===== src/rtl/ripple_add_seq.sv =====
// ripple_add_seq: multi-cycle ripple-carry adder, CHUNK bits per clock with a registered carry.
// Define RIPPLE_ADD_OVF_EN to add the signed-overflow output ovf.
module ripple_add_seq #(
  parameter int unsigned WIDTH = 16,
  parameter int unsigned CHUNK = 4
) (
  input  logic             clk,
  input  logic             rst_n,
  input  logic             in_valid,
  output logic             in_ready,
  input  logic [WIDTH-1:0] a,
  input  logic [WIDTH-1:0] b,
  input  logic             cin,
  output logic             out_valid,
  input  logic             out_ready,
  output logic [WIDTH-1:0] sum,
  output logic             cout
`ifdef RIPPLE_ADD_OVF_EN
  ,
  output logic             ovf
`endif
);

  localparam int unsigned NCHUNK = WIDTH / CHUNK;
  localparam int unsigned IDXW   = (NCHUNK > 1) ? $clog2(NCHUNK) : 1;
  localparam logic [IDXW-1:0] LAST_IDX = IDXW'(NCHUNK - 1);

  if (WIDTH % CHUNK != 0) begin : g_width_check
    $error("ripple_add_seq: WIDTH (%0d) must be a multiple of CHUNK (%0d)", WIDTH, CHUNK);
  end

  typedef enum logic [1:0] {
    IDLE,
    BUSY,
    DONE
  } state_e;

  state_e           state_q;
  logic [IDXW-1:0]  idx_q;
  logic             carry_q;
  logic [WIDTH-1:0] a_q;
  logic [WIDTH-1:0] b_q;
  logic [WIDTH-1:0] sum_q;
  logic             cout_q;
  logic             out_valid_q;

  logic [CHUNK-1:0] a_sl;
  logic [CHUNK-1:0] b_sl;
  logic [CHUNK-1:0] slice_d;
  logic             carry_d;

  always_comb begin
    a_sl = a_q[32'(idx_q) * CHUNK +: CHUNK];
    b_sl = b_q[32'(idx_q) * CHUNK +: CHUNK];
    {carry_d, slice_d} = {1'b0, a_sl} + {1'b0, b_sl} + {{CHUNK{1'b0}}, carry_q};
  end

`ifdef RIPPLE_ADD_OVF_EN
  logic ovf_q;
  logic ovf_d;

  // Carry into the MSB is recovered from the MSB sum bit: s = a ^ b ^ cin_msb.
  always_comb begin
    ovf_d = (a_sl[CHUNK-1] ^ b_sl[CHUNK-1] ^ slice_d[CHUNK-1]) ^ carry_d;
  end

  always_ff @(posedge clk or negedge rst_n) begin
    if (!rst_n) begin
      ovf_q <= 1'b0;
    end else if (state_q == BUSY && idx_q == LAST_IDX) begin
      ovf_q <= ovf_d;
    end
  end

  assign ovf = ovf_q;
`endif

  always_ff @(posedge clk or negedge rst_n) begin
    if (!rst_n) begin
      state_q     <= IDLE;
      idx_q       <= '0;
      carry_q     <= 1'b0;
      a_q         <= '0;
      b_q         <= '0;
      sum_q       <= '0;
      cout_q      <= 1'b0;
      out_valid_q <= 1'b0;
    end else begin
      unique case (state_q)
        IDLE: begin
          if (in_valid) begin
            a_q     <= a;
            b_q     <= b;
            carry_q <= cin;
            idx_q   <= '0;
            state_q <= BUSY;
          end
        end
        BUSY: begin
          sum_q[32'(idx_q) * CHUNK +: CHUNK] <= slice_d;
          carry_q <= carry_d;
          if (idx_q == LAST_IDX) begin
            cout_q      <= carry_d;
            out_valid_q <= 1'b1;
            idx_q       <= '0;
            state_q     <= DONE;
          end else begin
            idx_q <= idx_q + IDXW'(1);
          end
        end
        DONE: begin
          if (out_ready) begin
            out_valid_q <= 1'b0;
            state_q     <= IDLE;
          end
        end
        default: state_q <= IDLE;
      endcase
    end
  end

  assign in_ready  = (state_q == IDLE);
  assign out_valid = out_valid_q;
  assign sum       = sum_q;
  assign cout      = cout_q;

endmodule

===== config.mk =====
export PLATFORM = sky130hd
export DESIGN_NAME = ripple_add_seq
export DESIGN_NICKNAME = d
export VERILOG_FILES = /design/src/rtl/ripple_add_seq.sv
export SDC_FILE = /design/constraint.sdc
export NUM_CORES = 1
export LEC_CHECK = 0
export ABC_AREA = 1
export CAP_MARGIN = 20
export CORE_AREA = 2 2 86 88
export DETAILED_ROUTE_END_ITERATION = 8
export DIE_AREA = 0 0 88 90
export PLACE_DENSITY = 0.68
export REMOVE_ABC_BUFFERS = 1
export SETUP_SLACK_MARGIN = 0.5
export SLEW_MARGIN = 20
export SYNTH_ARGS = -nofsm -noshare
export SYNTH_HDL_FRONTEND = slang
export SYNTH_SLANG_ARGS = --single-unit

===== constraint.sdc =====
create_clock -name clk -period 2.5 [get_ports clk]
set_input_delay 0.5 -clock clk [delete_from_list [all_inputs] [get_ports clk]]
set_output_delay 0.5 -clock clk [all_outputs]
set_load 0.05 [all_outputs]

==> results of run 1 <==
[final cells by class]
type,count,share of cell area (%)
sequential,55,35.52
clock inverter,3,1.129
multi-input combinational,164,35.84
clock buffer,5,1.774
tap,99,3.194
timing repair buffer,77,20.55
inverter,20,2.000
[kinds of logic after synthesis]
kind of cell / after synthesis / share of synthesized area [%]
DFF: 55 / 50.27
adders and majority gates: 11 / 5.576
muxes: 32 / 17.14
buffers and inverters: 29 / 5.255
AOI/OAI and AO/OA: 49 / 9.872
and+or+nand+nor: 71 / 11.56
xor gates and xnor gates: 1 / 0.3200
[sequential cells by signal, indices dropped and copies added, names as in the netlist]
signal,flops
state_q,2
out_valid,1
cout,1
idx_q,2
sum,16
carry_q,1
a_q,16
b_q,16
[through the flow]
step / utilization (%) / setup slack (ns) / std cells / TNS (ns) / cell area, um2
global route: 55.25 / 0.2722 / 423 / 0 / 3879
floorplan: - / -0.3610 / 239 / -2.086 / 2669
finish: 55.25 / 0.3881 / 423 / 0 / 3879
global placement: 48.58 / 0.3641 / 401 / 0 / 3411
CTS: 51.52 / 0.3472 / 414 / 0 / 3617
detailed placement: 48.58 / 0.2310 / 401 / 0 / 3411
[cells in the mapped netlist]
cell	count	area (um2)
inv_2	1	3.750
fa_1	2	40.04
o31ai_1	4	30.03
nand4_1	3	18.77
nand2_1	37	138.9
mux2_4	29	435.4
nor2_4	2	22.52
inv_1	18	67.56
nand3_1	6	30.03
nand2_4	1	11.26
mux2_2	3	33.78
nor2_1	18	67.56
buf_6	4	45.04
o22ai_1	6	37.54
nor3_1	1	5.000
o21ai_0	30	150.1
clkbuf_1	1	3.750
xor2_1	1	8.760
o21ai_1	4	20.02
dfrtp_1	55	1376
clkinv_1	1	3.750
ha_1	9	112.6
buf_2	4	20.02
nand3_2	1	10.01
nand2_2	2	12.51
a21oi_1	3	15.01
a32oi_1	2	17.52
[final timing paths]
check	from	to	slack (ns)
worst max-delay path	idx_q[0]$_DFFE_PN0P_	sum[9]$_DFFE_PN0P_	0.39
worst min-delay path	rst_n	state_q[1]$_DFFE_PN0P_	0.20
worst max register to register	idx_q[0]$_DFFE_PN0P_	sum[9]$_DFFE_PN0P_	0.39
worst min register to register	out_valid$_DFFE_PN0P_	out_valid$_DFFE_PN0P_	0.47
max in group asynchronous	rst_n	idx_q[0]$_DFFE_PN0P_	1.71
min in group clk	out_valid$_DFFE_PN0P_	out_valid$_DFFE_PN0P_	0.47
[layout by cell type (no fill, tap or decap), types with 3 or more instances in the layout]
cell,Yosys,final
o31ai_1,4,3
nand3_1,6,4
nand3_2,1,3
buf_6,4,5
mux2_4,29,29
mux2_2,3,3
dfrtp_1,55,54
nor2_2,0,6
o21ai_2,0,3
buf_4,0,14
o21ai_0,30,18
inv_1,18,15
clkdlybuf4s50_1,0,37
o22ai_2,0,5
nand2_1,37,35
dlymetal6s2s_1,0,16
nor2_1,18,12
o21ai_4,0,3
clkbuf_8,0,5
nand4_1,3,3
nand2_2,2,3
o21ai_1,4,10
inv_2,1,4
ha_1,9,8
[metal layers]
layer | global-route usage, % | up-vias
li1 | - | 988
met3 | 3.857 | 14
met5 | 0 | -
met1 | 21.05 | 1006
met4 | 3.718 | 0
met2 | 24.37 | 64
[repair_timing]
action / 4_1_cts / 5_1_grt
hold buffers: 0 / 0
setup endpoints to repair: 12 / 31
buffers inserted: 5 / 9
pin swaps: 9 / 25
gates cloned: 0 / 0
resized for setup: 19 / 62
[power by group]
group | leakage [nW] | switching, mW | internal [mW]
registers | 0.680 | 0.297 | 1.28
logic | 1.28 | 2.05 | 1.79
clock network | 0.0581 | 0.297 | 0.299
total | 2.02 | 2.65 | 3.36
[critical path: stages (launching register included)]
cell	delay, ns
dfrtp_2	0.45
buf_6	0.15
o21ai_4	0.13
o22ai_2	0.11
fa_2	0.36
inv_2	0.07
fa_2	0.44
buf_4	0.16
o31ai_4	0.15
==> results.txt, run 1 <==
critical path arrival - 2.34 ns
status - finished, final reports clean
# H-tree levels - 2
Synth warnings - 0
Worst Path Max Fanout - 3
# rows - 31
metal2 WL - 3216 um
DR iter-0 viols - 107
startpoint type of the worst setup path - flop
register area share after synthesis - 50.27%
hold_ws - 0.2040 ns
Slew Limit Fails - 0
Vias/cell - 4.898
Area Overhead vs Synth - 41.68%
largest net degree at the start of global routing - 34
synthesized area per cell - 11.04 um2
fmax - 0.4735 GHz
CP Class - reg -> reg
Detail Route met3 WL - 309 um
clk_skew - 0.009537 ns
maximum vdd ir drop - 0.6693 mV
Netlist cell types - 27
Rel. slew slack - 56.03%
Post-Synthesis Cells - 248
Post-Route M1 WL - 2722 um
fin crit share - 84.48%
clock-pin slew on the worst setup and hold paths - 0.10 ns
TritonCTS buffer count - 5
drt first pass iters - 4
share of post-route cells with drive strength above 1 - 32.72%
DP Wirelength - 4285 um
power after layout - 6.011 mW
pwr/cell area - 1550 mW/mm2
Die Span Y - 90 um
worst-margin pin slew - 0.6596 ns
DIE WIDTH - 88 um
All-Layer GR Usage - 15.37%
initial antenna violation count - 0
Longest Clk Path Bufs - 2
die area - 0.007920 mm2
global-route wire length before repair - 9708 um
vias in the first global route - 2,051
# fillers - 600
Detail Route Antenna Nets - 0
Setup Viol. Count Final - 0
DRC - 0
initial core utilization - 38.99%
area of the multi-input gates - 0.001390 mm2
final WL - 6364 um
via count - 2,072
Post-Syn Area - 0.002738 mm2
TritonCTS clock tree - done
Critical Path Sink Type - flop
GP Congestion - 0.8650
# diodes - 0
final net count - 371
remaining global-route overflow - 0
Worst Reg-to-Reg Cells - 8
RSZ-0062 raised after global routing - yes
hold violation count in the final report - 0
clock sink count - 55
register area - 0.001378 mm2
FF+latch count, synth - 55
max cap viols - 0
Skew-Pair Late Insertion Delay - 0.31 ns
clock root cell - clkbuf_8
Period minus WS final - 2.112 ns
wire per inst - 15.04 um
Hold Crit Class - in -> async
max layer used - met4
# port buffers - 55
I/O pins - 56
Core ar. - 0.007020 mm2
Critical Path RT - 2.73 ns
Pleak - 2.019 nW
Power figures use the tool's default switching activity.
==> inputs of run 2 (changes only) <==
- PLACE_DENSITY: 0.68 -> 0.66
- clock period: 2.5 -> 1.95 ns (I/O delays scaled with it)
==> run 2 against run 1 <==
Against the previous run: the flow now finishes with violations (setup timing); worst setup slack got worse by 0.55 ns; total power is 36% higher; combinational power rose by 37%; critical path depth grew 2; clock-buffer cell count grew 1; global-route usage rose by 0.12 points; die area stayed put; largest power group unchanged.
==> results.txt, run 2 (synthesis results as in run 1) <==
most common cell after layout, fill and taps aside - dfrtp_1
# rows - 31
worst-margin pin slew - 0.4496 ns
TritonCTS buffer count - 5
Critical Path RT - 2.20 ns
GP Congestion - 0.8273
end of the critical path - sum[14]$_DFFE_PN0P_
share of post-route cells with drive strength above 1 - 42.64%
wire per inst - 14.39 um
Skew-Pair Late Insertion Delay - 0.32 ns
status - finished, violations left
Vias/cell - 4.720
Detail Route Antenna Nets - 0
CP Class - reg -> reg
DP Wirelength - 4066 um
clock sink count - 55
# diodes - 0
Slew Limit Fails - 0
TNS Setup - -1.256 ns
Area Overhead vs Synth - 43.37%
Rel. slew slack - 69.71%
Hold Crit Class - in -> async
reg-to-reg slack, setup - -0.16 ns
RR Endpoint - sum[14]$_DFFE_PN0P_
fin crit share - 108.2%
pwr/cell area - 2082 mW/mm2
power after layout - 8.172 mW
DRC - 0
remaining global-route overflow - 0
RSZ-0062 raised after global routing - yes
All-Layer GR Usage - 15.48%
fmax - 0.4740 GHz
final WL - 6218 um
worst setup margin - -0.1595 ns
critical path arrival - 2.36 ns
initial core utilization - 38.99%
Critical Path Sink Type - flop
# port buffers - 55
# H-tree levels - 2
DIE WIDTH - 88 um
Pleak - 1.842 nW
Worst Path Max Fanout - 4
initial antenna violation count - 0
drt first pass iters - 4
Core ar. - 0.007020 mm2
clock-pin slew on the worst setup and hold paths - 0.10 ns
CP Launch Point - idx_q[1]$_DFFE_PN0P_
clk_skew - 0.01081 ns
I/O pins - 56
TritonCTS clock tree - done
Post-Layout Cell Count - 432
Worst Reg-to-Reg Cells - 10
DR iter-0 viols - 87
die area - 0.007920 mm2
via count - 2,039
final net count - 380
hold violation count in the final report - 0
largest net degree at the start of global routing - 56
clock root cell - clkbuf_8
Period minus WS final - 2.109 ns
placed cells - 410
maximum vdd ir drop - 0.8465 mV
startpoint type of the worst setup path - flop
most frequent cells in the layout - dfrtp_1 (53), nand2_1 (36), clkdlybuf4s50_1 (35), mux2_4 (29), buf_4 (24)
Longest Clk Path Bufs - 2
Setup Viol. Count Final - 14
vias in the first global route - 1,974
max cap viols - 0
global-route wire length before repair - 9577 um
Die Span Y - 90 um
failing checks - setup timing
# hold bufs at CTS - 0
R2R Path Start - idx_q[1]$_DFFE_PN0P_
run 2: layout make-up:
class / count / area, um2
fill: 623 / 3095
multi-input combinational: 164 / 1439
sequential: 55 / 1379
timing repair buffer: 86 / 767.0
tap: 99 / 123.9
inverter: 20 / 83.83
clock buffer: 6 / 72.57
clock inverter: 2 / 60.06
run 2: worst min-delay path by stage:
stage | start | end | cells after the start
floorplan | rst_n | a_q[0]$_DFFE_PN0P_ | 0
global placement | rst_n | b_q[4]$_DFFE_PN0P_ | 2
detailed placement | rst_n | state_q[1]$_DFFE_PN0P_ | 2
CTS | rst_n | cout$_DFFE_PN0P_ | 2
global route | rst_n | b_q[4]$_DFFE_PN0P_ | 2
finish | rst_n | b_q[4]$_DFFE_PN0P_ | 2
run 2: through the flow:
| step | cell area (um2) | hold slack [ns] | setup WS [ns] | util, % |
|---|---|---|---|---|
| 2_1_floorplan | 2669 | 0.09441 | -0.9110 | - |
| 6_report | 3925 | 0.05466 | -0.1595 | 55.91 |
| 4_1_cts | 3750 | 0.06073 | -0.1498 | 53.41 |
| 3_5_place_dp | 3491 | 0.4102 | -0.2868 | 49.72 |
| 3_3_place_gp | 3491 | 0.4104 | -0.2214 | 49.72 |
| 5_1_grt | 3925 | 0.07759 | -0.3242 | 55.91 |
run 2: repair_timing:
item,in CTS,in global routing
gates resized for setup,106,47
setup buffers,6,8
pin swaps,20,21
endpoints found under the setup margin,34,28
run 2: power by group:
group	switching, mW	internal, mW
Clock	0.378	0.513
Sequential	0.378	1.64
Combinational	2.77	2.49
Total	3.53	4.64
run 2: metal layers:
metal,vias to the layer above,track usage (%),part of all wire (%)
met5,-,0,0
li1,1012,-,-
met3,10,3.581,3.8
met1,970,21.99,47
met2,47,22.92,48
met4,0,5.769,1.8
run 2: critical path: stages (launching register included):
cell and delay [ns]:
dfrtp_1 0.45, inv_2 0.13, o21ai_2 0.08, o22ai_2 0.17, fa_2 0.24, inv_2 0.04, fa_2 0.44, xor2_4 0.18
nor2_1 0.09, nand2_1 0.09, o21ai_1 0.14
==> inputs of run 3 (changes only) <==
- CAP_MARGIN: 20 -> default
==> results of run 3 <==
Same layout as run 2: the final DEF is identical, and so are final timing and power.
